### config.mk
export PLATFORM = sky130hd
export DESIGN_NAME = keypad_scan
export DESIGN_NICKNAME = d
export VERILOG_FILES = /design/src/rtl/keypad_pkg.sv /design/src/rtl/keypad_scan_col_sync.sv /design/src/rtl/keypad_scan.sv
export SDC_FILE = /design/constraint.sdc
export NUM_CORES = 1
export LEC_CHECK = 0
export BUFFER_PORTS_ARGS = -buffer_cell sky130_fd_sc_hd__buf_4
export CAP_MARGIN = 5
export CORE_MARGIN = 4
export CORE_UTILIZATION = 25
export DETAILED_ROUTE_END_ITERATION = 7
export MAX_ROUTING_LAYER = met4
export PLACE_DENSITY = 0.52
export SYNTH_ARGS = -nofsm -noshare
export SYNTH_HDL_FRONTEND = slang
export SYNTH_SLANG_ARGS = --single-unit
### constraint.sdc
create_clock -name clk -period 3.6 [get_ports clk]
set_clock_uncertainty 0.05 [all_clocks]
set_input_delay 0.54 -clock clk [delete_from_list [all_inputs] [get_ports clk]]
set_output_delay 0.54 -clock clk [all_outputs]
set_load 0.05 [all_outputs]
### src/rtl/keypad_pkg.sv
// keypad_pkg: shared matrix geometry, code width and debounce state type for the keypad scanner.
package keypad_pkg;
  localparam int ROWS   = 4;
  localparam int COLS   = 4;
  localparam int CODE_W = 4;

  typedef enum logic [1:0] {
    IDLE    = 2'd0,
    CONFIRM = 2'd1,
    HELD    = 2'd2,
    RELEASE = 2'd3
  } key_state_e;

  // Lowest-index column pulled low; only meaningful when at least one column is low.
  function automatic logic [1:0] lowest_low_col(input logic [COLS-1:0] cols);
    logic [1:0] idx;
    idx = 2'd0;
    for (int c = COLS - 1; c >= 0; c--) begin
      if (!cols[c]) idx = 2'(c);
    end
    return idx;
  endfunction
endpackage

### src/rtl/keypad_scan_col_sync.sv
// col_sync: two-flop synchronizer for the asynchronous column returns; resets to all-ones (no key).
module col_sync
  import keypad_pkg::*;
(
  input  logic            clk_i,
  input  logic            resetn_i,
  input  logic [COLS-1:0] col_i,
  output logic [COLS-1:0] col_o
);
  logic [COLS-1:0] meta_q;
  logic [COLS-1:0] sync_q;

  always_ff @(posedge clk_i or negedge resetn_i) begin
    if (!resetn_i) begin
      meta_q <= '1;
      sync_q <= '1;
    end else begin
      meta_q <= col_i;
      sync_q <= meta_q;
    end
  end

  assign col_o = sync_q;
endmodule

### src/rtl/keypad_scan.sv
// keypad_scan: 4x4 matrix keypad scanner with whole-frame debounce and a valid/ack event register.
// Optional auto-repeat while a key stays held is enabled by defining KEYPAD_SCAN_REPEAT_EN.
module keypad_scan
  import keypad_pkg::*;
#(
  parameter int SCAN_DIV       = 16384,
  parameter int DEBOUNCE_SCANS = 4,
  parameter int REPEAT_SCANS   = 64
) (
  input  logic              clk,
  input  logic              resetn,
  output logic [ROWS-1:0]   row_out,
  input  logic [COLS-1:0]   col_in,
  output logic [CODE_W-1:0] key_code,
  output logic              key_valid,
  input  logic              key_ack,
  output logic              key_held,
  output logic              overrun
);
  localparam int DIV_W = $clog2(SCAN_DIV);
  localparam int CNT_W = $clog2(DEBOUNCE_SCANS + 1);
  localparam logic [DIV_W-1:0] DIV_LAST = DIV_W'(SCAN_DIV - 1);
  localparam logic [CNT_W-1:0] CNT_DONE = CNT_W'(DEBOUNCE_SCANS);

  if (SCAN_DIV < 4 || DEBOUNCE_SCANS < 1 || REPEAT_SCANS < 1) begin : g_bad_params
    $error("keypad_scan: parameter out of range");
  end

  logic [COLS-1:0]   colSync;
  logic [DIV_W-1:0]  div_q;
  logic [1:0]        rowIdx_q;
  logic [ROWS-1:0]   rowOut_q;
  logic              accFound_q;
  logic [CODE_W-1:0] accCode_q;
  logic              frameDone_q;
  logic              frameFound_q;
  logic [CODE_W-1:0] frameCode_q;
  logic              rowHit;
  logic [CODE_W-1:0] rowHitCode;

  key_state_e        state_q, state_d;
  logic [CODE_W-1:0] cand_q, cand_d;
  logic [CNT_W-1:0]  cnt_q, cnt_d;
  logic [CNT_W-1:0]  cntInc;
  logic              keyMatch;
  logic              newPress;
  logic              heldMatch;
  logic              accept;

  logic [CODE_W-1:0] keyCode_q, keyCode_d;
  logic              keyValid_q, keyValid_d;
  logic              overrun_q, overrun_d;

  col_sync u_col_sync (
    .clk_i   (clk),
    .resetn_i(resetn),
    .col_i   (col_in),
    .col_o   (colSync)
  );

  // Earlier rows win, so the accumulator keeps the first hit of the frame.
  always_comb begin
    rowHit     = accFound_q | (colSync != '1);
    rowHitCode = accFound_q ? accCode_q : {rowIdx_q, lowest_low_col(colSync)};
  end

  always_ff @(posedge clk or negedge resetn) begin
    if (!resetn) begin
      div_q        <= '0;
      rowIdx_q     <= 2'd0;
      rowOut_q     <= 4'b1110;
      accFound_q   <= 1'b0;
      accCode_q    <= '0;
      frameDone_q  <= 1'b0;
      frameFound_q <= 1'b0;
      frameCode_q  <= '0;
    end else begin
      frameDone_q <= 1'b0;
      if (div_q == DIV_LAST) begin
        div_q    <= '0;
        rowIdx_q <= rowIdx_q + 2'd1;
        rowOut_q <= {rowOut_q[ROWS-2:0], rowOut_q[ROWS-1]};
        if (rowIdx_q == 2'd3) begin
          frameDone_q  <= 1'b1;
          frameFound_q <= rowHit;
          frameCode_q  <= rowHitCode;
          accFound_q   <= 1'b0;
          accCode_q    <= '0;
        end else begin
          accFound_q <= rowHit;
          accCode_q  <= rowHitCode;
        end
      end else begin
        div_q <= div_q + DIV_W'(1);
      end
    end
  end

  // Debounce FSM advances only on the cycle after a completed frame.
  always_comb begin
    state_d   = state_q;
    cand_d    = cand_q;
    cnt_d     = cnt_q;
    newPress  = 1'b0;
    heldMatch = 1'b0;
    keyMatch  = frameFound_q && (frameCode_q == cand_q);
    cntInc    = cnt_q + CNT_W'(1);
    if (frameDone_q) begin
      case (state_q)
        IDLE: begin
          if (frameFound_q) begin
            cand_d = frameCode_q;
            if (DEBOUNCE_SCANS == 1) begin
              state_d  = HELD;
              cnt_d    = '0;
              newPress = 1'b1;
            end else begin
              state_d = CONFIRM;
              cnt_d   = CNT_W'(1);
            end
          end
        end
        CONFIRM: begin
          if (!frameFound_q) begin
            state_d = IDLE;
            cnt_d   = '0;
          end else if (keyMatch) begin
            if (cntInc == CNT_DONE) begin
              state_d  = HELD;
              cnt_d    = '0;
              newPress = 1'b1;
            end else begin
              cnt_d = cntInc;
            end
          end else begin
            cand_d = frameCode_q;
            cnt_d  = CNT_W'(1);
          end
        end
        HELD: begin
          if (keyMatch) begin
            heldMatch = 1'b1;
          end else if (DEBOUNCE_SCANS == 1) begin
            state_d = IDLE;
            cnt_d   = '0;
          end else begin
            state_d = RELEASE;
            cnt_d   = CNT_W'(1);
          end
        end
        RELEASE: begin
          if (keyMatch) begin
            state_d = HELD;
            cnt_d   = '0;
          end else if (cntInc == CNT_DONE) begin
            state_d = IDLE;
            cnt_d   = '0;
          end else begin
            cnt_d = cntInc;
          end
        end
        default: begin
          state_d = IDLE;
          cnt_d   = '0;
        end
      endcase
    end
  end

  always_ff @(posedge clk or negedge resetn) begin
    if (!resetn) begin
      state_q <= IDLE;
      cand_q  <= '0;
      cnt_q   <= '0;
    end else begin
      state_q <= state_d;
      cand_q  <= cand_d;
      cnt_q   <= cnt_d;
    end
  end

`ifdef KEYPAD_SCAN_REPEAT_EN
  localparam int RPT_W = $clog2(REPEAT_SCANS + 1);
  localparam logic [RPT_W-1:0] RPT_LAST = RPT_W'(REPEAT_SCANS);

  logic [RPT_W-1:0] rpt_q, rpt_d;
  logic             repeatFire;

  // Only a fresh press restarts the repeat period; bouncing back from RELEASE keeps it.
  always_comb begin
    rpt_d      = rpt_q;
    repeatFire = 1'b0;
    if (newPress) begin
      rpt_d = '0;
    end else if (heldMatch) begin
      if (rpt_q + RPT_W'(1) == RPT_LAST) begin
        rpt_d      = '0;
        repeatFire = 1'b1;
      end else begin
        rpt_d = rpt_q + RPT_W'(1);
      end
    end
  end

  always_ff @(posedge clk or negedge resetn) begin
    if (!resetn) rpt_q <= '0;
    else         rpt_q <= rpt_d;
  end

  assign accept = newPress | repeatFire;
`else
  assign accept = newPress;
`endif

  always_comb begin
    keyCode_d  = keyCode_q;
    keyValid_d = keyValid_q;
    overrun_d  = overrun_q;
    if (accept && (!keyValid_q || key_ack)) begin
      keyCode_d  = frameCode_q;
      keyValid_d = 1'b1;
      overrun_d  = 1'b0;
    end else if (accept) begin
      overrun_d = 1'b1;
    end else if (key_ack && keyValid_q) begin
      keyValid_d = 1'b0;
      overrun_d  = 1'b0;
    end
  end

  always_ff @(posedge clk or negedge resetn) begin
    if (!resetn) begin
      keyCode_q  <= '0;
      keyValid_q <= 1'b0;
      overrun_q  <= 1'b0;
    end else begin
      keyCode_q  <= keyCode_d;
      keyValid_q <= keyValid_d;
      overrun_q  <= overrun_d;
    end
  end

  assign row_out   = rowOut_q;
  assign key_code  = keyCode_q;
  assign key_valid = keyValid_q;
  assign key_held  = (state_q == HELD) || (state_q == RELEASE);
  assign overrun   = overrun_q;
endmodule
# Word-level counts from Yosys, hierarchy flattened

Index checks and enable logic that the tools add are counted.

Output and inout bits: 11
Input port bits: 7
Memory bits (read-only): 0
Register bits: 54
Bits in latches: 0
Memory bits (writable): 0
Memories: 0

$lt $le $gt $ge: 0
Divide/modulo/power cells: 0
Muxes and demuxes: 39
Shifts and indexed selects: 0
Multipliers: 0
Add/sub/neg operators: 3
Bitwise logic cells: 1
Equality and inequality tests: 16
Reductions and logical operators: 15

Operator list:

| cell                                           | number |
|---|---|
| 2-to-1 mux 2 bit                               | 11 |
| 2-to-1 mux 4 bit                               | 5 |
| 2-to-1 mux 3 bit                               | 6 |
| adder 14 x 1 -> 14 bit (second input constant) | 1 |
| == test 14 bit (second input constant)         | 1 |
| 2-to-1 mux 14 bit                              | 1 |
| 2-to-1 mux 1 bit                               | 13 |
| case mux 3 bit (4 select lines)                | 1 |
| inequality test 3 bit (second input constant)  | 3 |
| inequality test 2 bit (second input constant)  | 4 |
| case mux 2 bit (4 select lines)                | 1 |
| case mux 4 bit (2 select lines)                | 1 |
| == test 2 bit (second input constant)          | 3 |
| AND reduction 6 bit                            | 1 |
| AND reduction 5 bit                            | 1 |
| == test 4 bit                                  | 1 |
| inequality test 4 bit (second input constant)  | 1 |
| AND reduction 2 bit                            | 2 |
| nonzero test 2 bit                             | 2 |
| adder 3 x 1 -> 3 bit (second input constant)   | 1 |
| == test 3 bit (second input constant)          | 1 |
| logical AND 1 bit                              | 3 |
| AND reduction 3 bit                            | 1 |
| nonzero test 3 bit                             | 1 |
| other kinds (7)                                | 8 |

# Depth between registers and ports, before layout

Gate-level depths: netlist of the first run.

Depth in word-level cells: 10
Mapped depth: 7
Mapped depth without buffers: 6

# By module

From an unflattened synthesis of the first run, not the netlist that was laid out.

Cells, all modules: 209
Area total of the unflattened synthesis: 2353.5 um2

By module, submodules not included:

| module      | instances | area an instance (um2) | cells an instance |
|---|---|---|---|
| keypad_scan | 1         | 2143.3                 | 201 |
| col_sync    | 1         | 210.2                  | 8 |

# Worst setup path after synthesis of the first run

No wires, ideal clock.

Path type: reg2reg
Start: register frameCode_q[1]
End: register keyCode_q[0], in the netlist key_code[0]
Library setup time: 0.125 ns
Stages on the path, launching flop included: 6
Buffers on the path: 0
Data arrival time: 1.546 ns
Period minus slack after synthesis: 1.721 ns
Setup slack: 1.879 ns
Cells stage by stage: dfrtp_1 -> xor2_1 -> nor4_4 -> nand2_2 -> nor3_4 -> mux2_2

Longest elaborated chain between the ends: 7

Ends and longest elaborated chain:

| what                     | line               | text |
|---|---|---|
| start: declaration       | keypad_scan.sv:37  | `logic [CODE_W-1:0] frameCode_q;` |
| start signal: assignment | keypad_scan.sv:86  | `frameCode_q <= rowHitCode;` |
| == test 4 bit            | keypad_scan.sv:106 | `keyMatch = frameFound_q && (frameCode_q == cand_q);` |
| logical AND 1 bit        | keypad_scan.sv:106 |  |
| 2-to-1 mux 1 bit         | keypad_scan.sv:127 | `end else if (keyMatch) begin` |
| 2-to-1 mux 1 bit         | keypad_scan.sv:124 | `if (!frameFound_q) begin` |
| 2-to-1 mux 1 bit         | keypad_scan.sv:109 | `case (state_q)` |
| 2-to-1 mux 1 bit         | keypad_scan.sv:108 | `if (frameDone_q) begin` |
| logical AND 1 bit        | keypad_scan.sv:219 | `if (accept && (!keyValid_q \|\| key_ack)) begin` |
| end signal: assignment   | keypad_scan.sv:237 | `keyCode_q <= keyCode_d;` |
| end: declaration         | keypad_scan.sv:50  | `logic [CODE_W-1:0] keyCode_q, keyCode_d;` |

No other way between the ends.
A chain may end at the register's enable or synchronous reset.

# Worst setup path in the final report of the first run

Start: register div_q[0]
End: register frameCode_q[2]

Longest elaborated chain between the ends: 2

Ends and longest elaborated chain:

| what                                 | line              | text |
|---|---|---|
| start: declaration                   | keypad_scan.sv:30 | `logic [DIV_W-1:0] div_q;` |
| start signal: assignment             | keypad_scan.sv:94 | `div_q <= div_q + DIV_W'(1);` |
| == test 14 bit                       | keypad_scan.sv:79 | `if (div_q == DIV_LAST) begin` |
| AND reduction 2 bit (no source line) | --                |  |

No other way between the ends.

==> summary by stage, run 1 <==
Status
The run finished with clean final reports.

Yosys
Synthesis instantiated 37 different standard cells from the library. The cell type with the largest total area after synthesis is sky130_fd_sc_hd__dfrtp_1. The net count of the mapped netlist is 215.

In the synthesized netlist the dominant register cell turns out to be sky130_fd_sc_hd__dfrtp_1. The portion of the post-synthesis area used by sequential elements is 57.8%. Summed over its instances, the top area cell type makes up 45.6% of the synthesized netlist area. The mapped netlist covers 2360 sq um. The most numerous cell in the Yosys netlist is sky130_fd_sc_hd__dfrtp_1.

The average instance area after synthesis is 11.6 sq um. For this run, asynchronously set or reset flops after synthesis account for 100%. The number of enable-type register cells in the synthesized netlist is 0. The count of mapped cells out of synthesis is 203. Yosys printed 0 warnings. Synthesis inferred 54 register bits. After synthesis, the cell types taking the most area are sky130_fd_sc_hd__dfrtp_1 46%, sky130_fd_sc_hd__dfstp_2 12%, sky130_fd_sc_hd__mux2_2 4.3%, sky130_fd_sc_hd__nand2_1 4.3%, sky130_fd_sc_hd__xor2_1 3.7%. The commonest cells after synthesis are 43 x sky130_fd_sc_hd__dfrtp_1, 27 x sky130_fd_sc_hd__nand2_1, 13 x sky130_fd_sc_hd__nor2_1.

Global routing
The number of global-route vias before repair came to 1511. After global routing the overflow that remains totals 0. The number of antenna violations at the first check in global routing is 0. The global-route wire length before repair is 7250 um. Across every metal layer, demand over resource in global routing totals 8.29%.

Entering global routing, the biggest net connects 55 pins.

Setup path
Tracing the worst setup path back leads to its startpoint at div_q[0]. The kind of start point of the critical path is a register. At the worst endpoint, the arrival time is 2.53 ns. The startpoint of the worst register-to-register path is div_q[0].

For flop-to-flop paths, the worst setup slack is 1.25 ns. The critical path goes through ha_1, nand4_1, nor4_4, and2_2, nor2_1, a21oi_2. The critical path capture point type is a register. On the worst path, the slowest cell contributes a delay of 0.70 ns. The slowest cell on the critical path is sky130_fd_sc_hd__nor4_4. Of all nets on the critical path, the largest fanout is 15. For the worst setup path, the data required time is 3.78 ns. The worst setup path is of the register to register kind.

CTS
The later pin in the worst-skew pair is clocked with a latency of 0.30 ns. The clock tree synthesis step divided the H-tree into 2 levels. The register clock-pin slew on the reported worst setup and hold paths is 0.09 ns. The setup fix buffers added after clock tree synthesis is 0.

The number of clock sinks is 54. The CTS tree is built. The clock buffer count from CTS is 5. The root buffer cell chosen for the clock tree is sky130_fd_sc_hd__clkbuf_8. The deepest clock path buffer count is 2. The quantity of gates resized following cts is 0. The hold buffer count at CTS is 0.

Timing
The number of max-slew violations in the final report is 0. After layout, the minimum clock period comes to 2.35 ns. Setup repair after global routing left no endpoint under its margin.

In this run the tightest slew margin relative to its limit is 47.4%. The number of setup violations in the final report is 0. The number of endpoints with negative hold slack in the final report came to 0. The achievable frequency is 426 MHz. After routing, the total negative slack on setup checks comes to 0 ns. At the pin with the least slew margin, the transition time is 0.783 ns. In the finished design, the share of the clock period the worst path needs comes to 65.2%.

Finish
The finished cells cover 2720 sq um. Counting the fill cells in the layout gives 953. After the last flow step, the layout net total stands at 234. The number of antenna diodes is 0. The area growth from synthesis to layout is 15.1%. The fraction of the core area covered by cells at the end of the flow is 29.4%.

The share of cells above drive strength 1 is 25.1%.

Route
Using the TritonRoute via totals, the vias-per-cell ratio works out to 4.21. The final antenna-violating net count is 0. The overall routed net length is 3920 um.

After detailed routing, the average wire length per cell comes to 11.1 um. The pre-antenna-repair detailed-routing pass consisted of 4 iterations. The count of routing violations after the opening detailed-route iteration is 61.

In the routed design, unresolved DRC markers number 0. The total number of vias is 1481.

Floorplan
18 I/O pins were placed. The area of the die is 11100 sq um. The total number of placement rows is 35. The initial utilization of the core area, before any placement, comes to 25.6%.

In this run the standard cell core region covers 9240 sq um. The die is 105 um wide. The die span in y is 105 um.

Placement
Summing all placed instances gives a cell area of 2620 sq um. The half-perimeter wire length after detailed placement is 2700 um. In this run the tool buffered the top-level ports with 17 buffer cells. The placer's final routability congestion estimate is 0.768.

Power and ir drop
The worst vdd rail ir drop is 0.132 mV. The post-route total power is 0.992 mW. For this design the static power due to leakage is 1.26 nW. Power spread over the standard cell area amounts to 365 nW/um^2.

Job
The number of violations of the max-capacitance limit is 0.

Hold path
The min-delay analysis places its worst path in the category primary input to async pin.
-- report_power, final --
group	switching, mW	internal (mW)	leakage [nW]
clock	0.194	0.155	0.0472
sequential	0.00210	0.615	0.700
combinational	0.0183	0.00726	0.517
-- metal layers --
| metal | share of wire, % | vias to the layer above | global-route usage (%) |
|---|---|---|---|
| met2 | 44 | 23 | 11.4 |
| li1 | - | 735 | - |
| met1 | 50 | 718 | 11.2 |
| met3 | 4.3 | 5 | 2.47 |
| met5 | 0 | - | - |
| met4 | 1.7 | 0 | 3.84 |
-- worst paths after layout --
kind	endpoint	cells past startpoint
worst max register to register	frameCode_q[2]	6
worst max-delay path	frameCode_q[2]	6
max in group asynchronous	div_q[6]	1
worst min register to register	u_col_sync.col_o[2]	0
worst min-delay path	overrun	1
min in group clk	u_col_sync.meta_q[2]	1
-- cell type report --
| type | instances | area [sq um] | area share, % |
|---|---|---|---|
| sequential | 54 | 1370 | 50.2 |
| clock inverter | 2 | 12.5 | 0.460 |
| tap | 129 | 161 | 5.94 |
| timing repair buffer | 17 | 128 | 4.69 |
| multi-input combinational | 138 | 947 | 34.8 |
| inverter | 6 | 22.5 | 0.828 |
| clock buffer | 6 | 82.6 | 3.04 |
-- flip-flops by register name (all words and copies together), names as in the netlist --
register and count:
frameDone_q 1, cnt_q 3, div_q 14, row_out 4
frameFound_q 1, cand_q 4, rowIdx_q 2, u_col_sync.meta_q 4
accCode_q 4, key_code 4, overrun 1, accFound_q 1
u_col_sync.col_o 4, state_q 2, frameCode_q 4, key_valid 1
-- cells in the final DEF, fill, tap and decap left out, types with 7 or more instances in the layout --
cell	n
sky130_fd_sc_hd__xor2_1	10
sky130_fd_sc_hd__dfrtp_1	43
sky130_fd_sc_hd__dfstp_2	11
sky130_fd_sc_hd__mux2_2	9
sky130_fd_sc_hd__nand2_1	27
sky130_fd_sc_hd__o21ai_0	7
sky130_fd_sc_hd__buf_4	17
sky130_fd_sc_hd__a21oi_1	9
sky130_fd_sc_hd__nor2_1	13
-- cells by family after synthesis --
kind of cell / Yosys count / synth area share, %
compound gates: 31 / 8.53
xor+xnor: 15 / 5.88
fa+ha+maj: 5 / 2.65
buf+inv: 11 / 2.12
flops: 54 / 57.8
mux: 10 / 4.71
simple gates: 77 / 18.3
-- worst max-delay path: cells and delay by family (launching register included) --
kind                       cells  cell delay [ns]
AOI/OAI and AO/OA              1             0.11
DFF                            1             0.44
adders and majority gates      1             0.29
and+or+nand+nor                4             1.38
-- per-stage QoR --
stage | std cells | hold WS [ns] | setup slack, ns
floorplan | 203 | 0.194 | 1.88
global placement | 344 | 0.297 | 1.36
detailed placement | 344 | 0.297 | 1.26
CTS | 352 | 0.240 | 1.21
global route | 352 | 0.263 | 1.02
finish | 352 | 0.200 | 1.25
(Power assumes the default switching activity.)
==> run 2: changes to the inputs <==
--- a/config.mk
+++ b/config.mk
@@ -5,6 +5,7 @@
 export SDC_FILE = /design/constraint.sdc
 export NUM_CORES = 1
 export LEC_CHECK = 0
+export ABC_AREA = 1
 export BUFFER_PORTS_ARGS = -buffer_cell sky130_fd_sc_hd__buf_4
 export CAP_MARGIN = 5
 export CORE_MARGIN = 4
==> constraint.sdc (replaced) <==
create_clock -name clk -period 2.3 [get_ports clk]
set_clock_uncertainty 0.05 [all_clocks]
set_input_delay 0.345 -clock clk [delete_from_list [all_inputs] [get_ports clk]]
set_output_delay 0.345 -clock clk [all_outputs]
set_load 0.05 [all_outputs]
==> run 2 against run 1 <==
Against the previous run:
- global-route usage up 0.35 points
- design area is 5.7% higher
- power rose by 54%
- die area rose by 6.6%
- synthesized cell count up 43%
- sequential power up 57%
- combinational power increased by 54%
- critical path depth increased by 1
- first-iteration DRC count shrank 8.2%
- highest routed layer unchanged
==> summary by stage, run 2 <==
Floorplan
The die width is 109 um. In this run the count of I/O pins placed on the die edge is 18. The die span in y is 109 um. Row generation in the floorplan step produced 36 rows. The initial utilization of the core area, before any placement, comes to 25.8%.

The core region area is 9820 sq um. The area of the die is 11800 sq um.

Yosys
The number of warnings printed during yosys synthesis is 0. Ranked by instance count, the synthesized netlist is headed by 90 x sky130_fd_sc_hd__nand2_1, 43 x sky130_fd_sc_hd__dfrtp_1, 39 x sky130_fd_sc_hd__inv_1. In this run, distinct cell masters in the synthesized netlist total 34.

Of all flip-flops after synthesis, the portion carrying an async set or reset was 100%. The synthesized flop and latch total is 54. After technology mapping, the gate count stands at 290.

In this run the biggest area consumer among cell types represents 42.5% of the synthesized area. The net count of the mapped netlist is 302. Ranked by total cell area, the synthesized netlist is headed by sky130_fd_sc_hd__dfrtp_1 42%, sky130_fd_sc_hd__nand2_1 13%, sky130_fd_sc_hd__dfstp_2 11%, sky130_fd_sc_hd__inv_1 5.8%, sky130_fd_sc_hd__nand3_1 4.2%. The most numerous cell in the Yosys netlist is sky130_fd_sc_hd__nand2_1. The portion of the post-synthesis area used by sequential elements is 53.9%.

The mapped netlist covers 2530 sq um. The most instantiated flip-flop cell in the synthesis netlist is sky130_fd_sc_hd__dfrtp_1. The cell type with the largest total area after synthesis is sky130_fd_sc_hd__dfrtp_1. The average instance area after synthesis is 8.73 sq um. The number of enable-type register cells in the synthesized netlist is 0.

Job
Across the run, the number of max-cap violations was 0.

Global routing
The number of global-route vias before repair is 1771. The total grt overflow is 0. The number of antenna violations at the first check in global routing is 0. The pin count of the biggest net entering global routing is 55. Global routing used 8.64% of the available tracks across all layers.

The first global-routing pass estimated 7990 um of wire.

Setup path
Of all nets on the critical path, the largest fanout is 16. The worst reg-to-reg path cell count is 7. The worst flop-to-flop path endpoint is accFound_q. The kind of critical path is register to register. The worst endpoint data arrival time is 1.94 ns. The critical path data required time is 2.47 ns. The minimum setup slack among reg-to-reg paths is 0.54 ns.

The worst setup path is captured at a register. The startpoint of the worst register-to-register path is div_q[0]. The timing endpoint of the critical path is accFound_q. The kind of start point of the critical path is a register.

The critical path launch point is div_q[0].

Power and ir drop
The clock network fraction of design power is 34.0%. IR analysis of the VDD net gives a maximum drop of 0.277 mV. The analysis attributes to net switching a power of 0.333 mW. The total power density per cell area is 531 nW/um^2. The internal power of the cells totals 1.19 mW.

Net switching is 21.8% of the power. Combinational logic burns 2.6% of the power. Sequential cells account for 63.4% of the total power. The leakage power of the design is 1.46 nW.

CTS
For the worst-skew pair, the clock arrives at the later sink with an insertion delay of 0.30 ns. The quantity of gates resized following cts is 0. The setup fix buffers added after clock tree synthesis is 0. The clock root buffer is sky130_fd_sc_hd__clkbuf_8. The hold buffer count at CTS is 0. For this design, the sink count on the clock tree is 54. The deepest level of the CTS H-tree is 2. The clock buffer count from CTS is 5. The CTS tree is built. The register clock-pin slew on the reported worst setup and hold paths is 0.10 ns. The clock passes through at most 2 buffers.

Finish
The number of flip-flops in the largest register is 14. The synthesis-to-layout area growth is 13.4%. Leaving out fill and tap cells, the most frequent cell in the layout is sky130_fd_sc_hd__nand2_1. The share of cells above drive strength 1 is 16.1%. The final net count is 321.

The library cells used most frequently in the layout, excluding fill and tap cells, are 90 x sky130_fd_sc_hd__nand2_1, 43 x sky130_fd_sc_hd__dfrtp_1, 39 x sky130_fd_sc_hd__inv_1, 21 x sky130_fd_sc_hd__nand3_1, 20 x sky130_fd_sc_hd__o21ai_0. The number of antenna diodes in the final layout is 0. The largest register by flop count is div_q.

Hold path
The tightest min-delay check is of the primary input to async pin type.

Route
The final antenna-violating net count is 0. The per-cell via count in the routed design is 4.10. The count of unresolved DRC violations after routing is 0. The routed design has 4420 um of wire. The number of iterations in the first detailed-routing pass is 4.

In this run, the number of DRC markers left after iteration 0 of detailed routing was 56. The routed layout has 1817 vias. The mean routed wirelength per cell is 9.99 um.

Status
The flow ran to the end, and the final reports show no timing, DRC or antenna violations.

Placement
The half-perimeter wire length after detailed placement is 3150 um. At the end of routability-driven placement, the weighted congestion stood at 0.833. Input and output buffers added on the ports amount to 17.

Timing
The worst hold margin is 0.0106 ns. Headroom to the max-slew limit came out at 55.7%. The worst path needs 1.76 ns of the cycle, external delays included. Setup repair after global routing left no endpoint under its margin. In the final timing run, aggregate negative setup slack is 0 ns. The final critical path takes up 76.6% of the cycle. Static timing analysis puts the maximum clock frequency at 567 MHz. The number of max-slew violations in the final report came to 0.

For the pin with the worst max-slew slack, the measured transition is 0.664 ns. The number of endpoints with negative hold slack in the final report is 0. The number of setup violations in the final report is 0.
run 2: changes by cell type after synthesis, moves of 4 or more:
cell,change
sky130_fd_sc_hd__o21ai_0,+13
sky130_fd_sc_hd__a21oi_1,-4
sky130_fd_sc_hd__nand2_1,+63
sky130_fd_sc_hd__o31ai_1,-5
sky130_fd_sc_hd__inv_1,+33
sky130_fd_sc_hd__nor2_2,+4
sky130_fd_sc_hd__nand3_1,+16
sky130_fd_sc_hd__mux2_2,-9
sky130_fd_sc_hd__xor2_1,-6
sky130_fd_sc_hd__nor2b_1,-6
run 2: how the worst min path moves through the flow:
stage	slack, ns	cells after the start	from	to
after floorplan	-0.0006	0	resetn	accCode_q[0]
after global placement	0.30	0	u_col_sync.meta_q[2]	u_col_sync.col_o[2]
after detailed placement	0.30	0	u_col_sync.meta_q[0]	u_col_sync.col_o[0]
after CTS	0.05	1	resetn	key_code[2]
after global routing	0.07	1	resetn	key_code[2]
final	0.01	1	resetn	key_code[2]
run 2: layer usage:
metal | global-route usage (%) | vias up | wire [um]
li1 | - | 949 | -
met4 | 2.89 | 0 | 51
met2 | 13.3 | 22 | 1930
met5 | - | - | 0
met3 | 2.01 | 4 | 141
met1 | 11.2 | 842 | 2300
run 2: cell families after synthesis:
family	share of synthesized area, %
xor gates and xnor gates	1.73
adders and majority gates	2.47
DFF	53.9
AOI/OAI and AO/OA	6.77
buffers and inverters	7.71
and+or+nand+nor	27.4
run 2: power by group through the flow:
stage | Combinational (mW) | Clock, mW | Sequential [mW]
after floorplan | 0.00610 | 0 | 0.989
after global routing | 0.0469 | 0.582 | 0.968
after detailed placement | 0.0424 | 0 | 0.984
after CTS | 0.0423 | 0.548 | 0.967
final | 0.0393 | 0.518 | 0.966
after global placement | 0.0423 | 0 | 0.984
run 2: critical path, stage by stage, from the launching register on:
cell and delay, ns:
sky130_fd_sc_hd__dfrtp_1 0.37, sky130_fd_sc_hd__ha_1 0.18, sky130_fd_sc_hd__nand2_1 0.07, sky130_fd_sc_hd__nor2_1 0.15, sky130_fd_sc_hd__nand2_2 0.13, sky130_fd_sc_hd__nor3_4 0.50
sky130_fd_sc_hd__nand3_1 0.12, sky130_fd_sc_hd__o21ai_0 0.10
run 2: layout make-up:
class | instances | area (sq um)
fill | 1112 | 6950
sequential | 54 | 1370
multi-input combinational | 189 | 972
tap | 133 | 166
inverter | 42 | 159
timing repair buffer | 17 | 128
clock buffer | 7 | 76.3
clock inverter | 1 | 6.26
run 2: stage by stage:
| stage | power (mW) | instances | area, sq um | util [%] | setup slack [ns] |
|---|---|---|---|---|---|
| after floorplan | 0.995 | 290 | 2530 | - | 0.763 |
| after global placement | 1.03 | 435 | 2790 | 28.4 | 0.575 |
| after detailed placement | 1.03 | 435 | 2790 | 28.4 | 0.549 |
| after CTS | 1.56 | 443 | 2870 | 29.3 | 0.516 |
| after global routing | 1.60 | 443 | 2870 | 29.3 | 0.340 |
| final | 1.52 | 443 | 2870 | 29.3 | 0.537 |
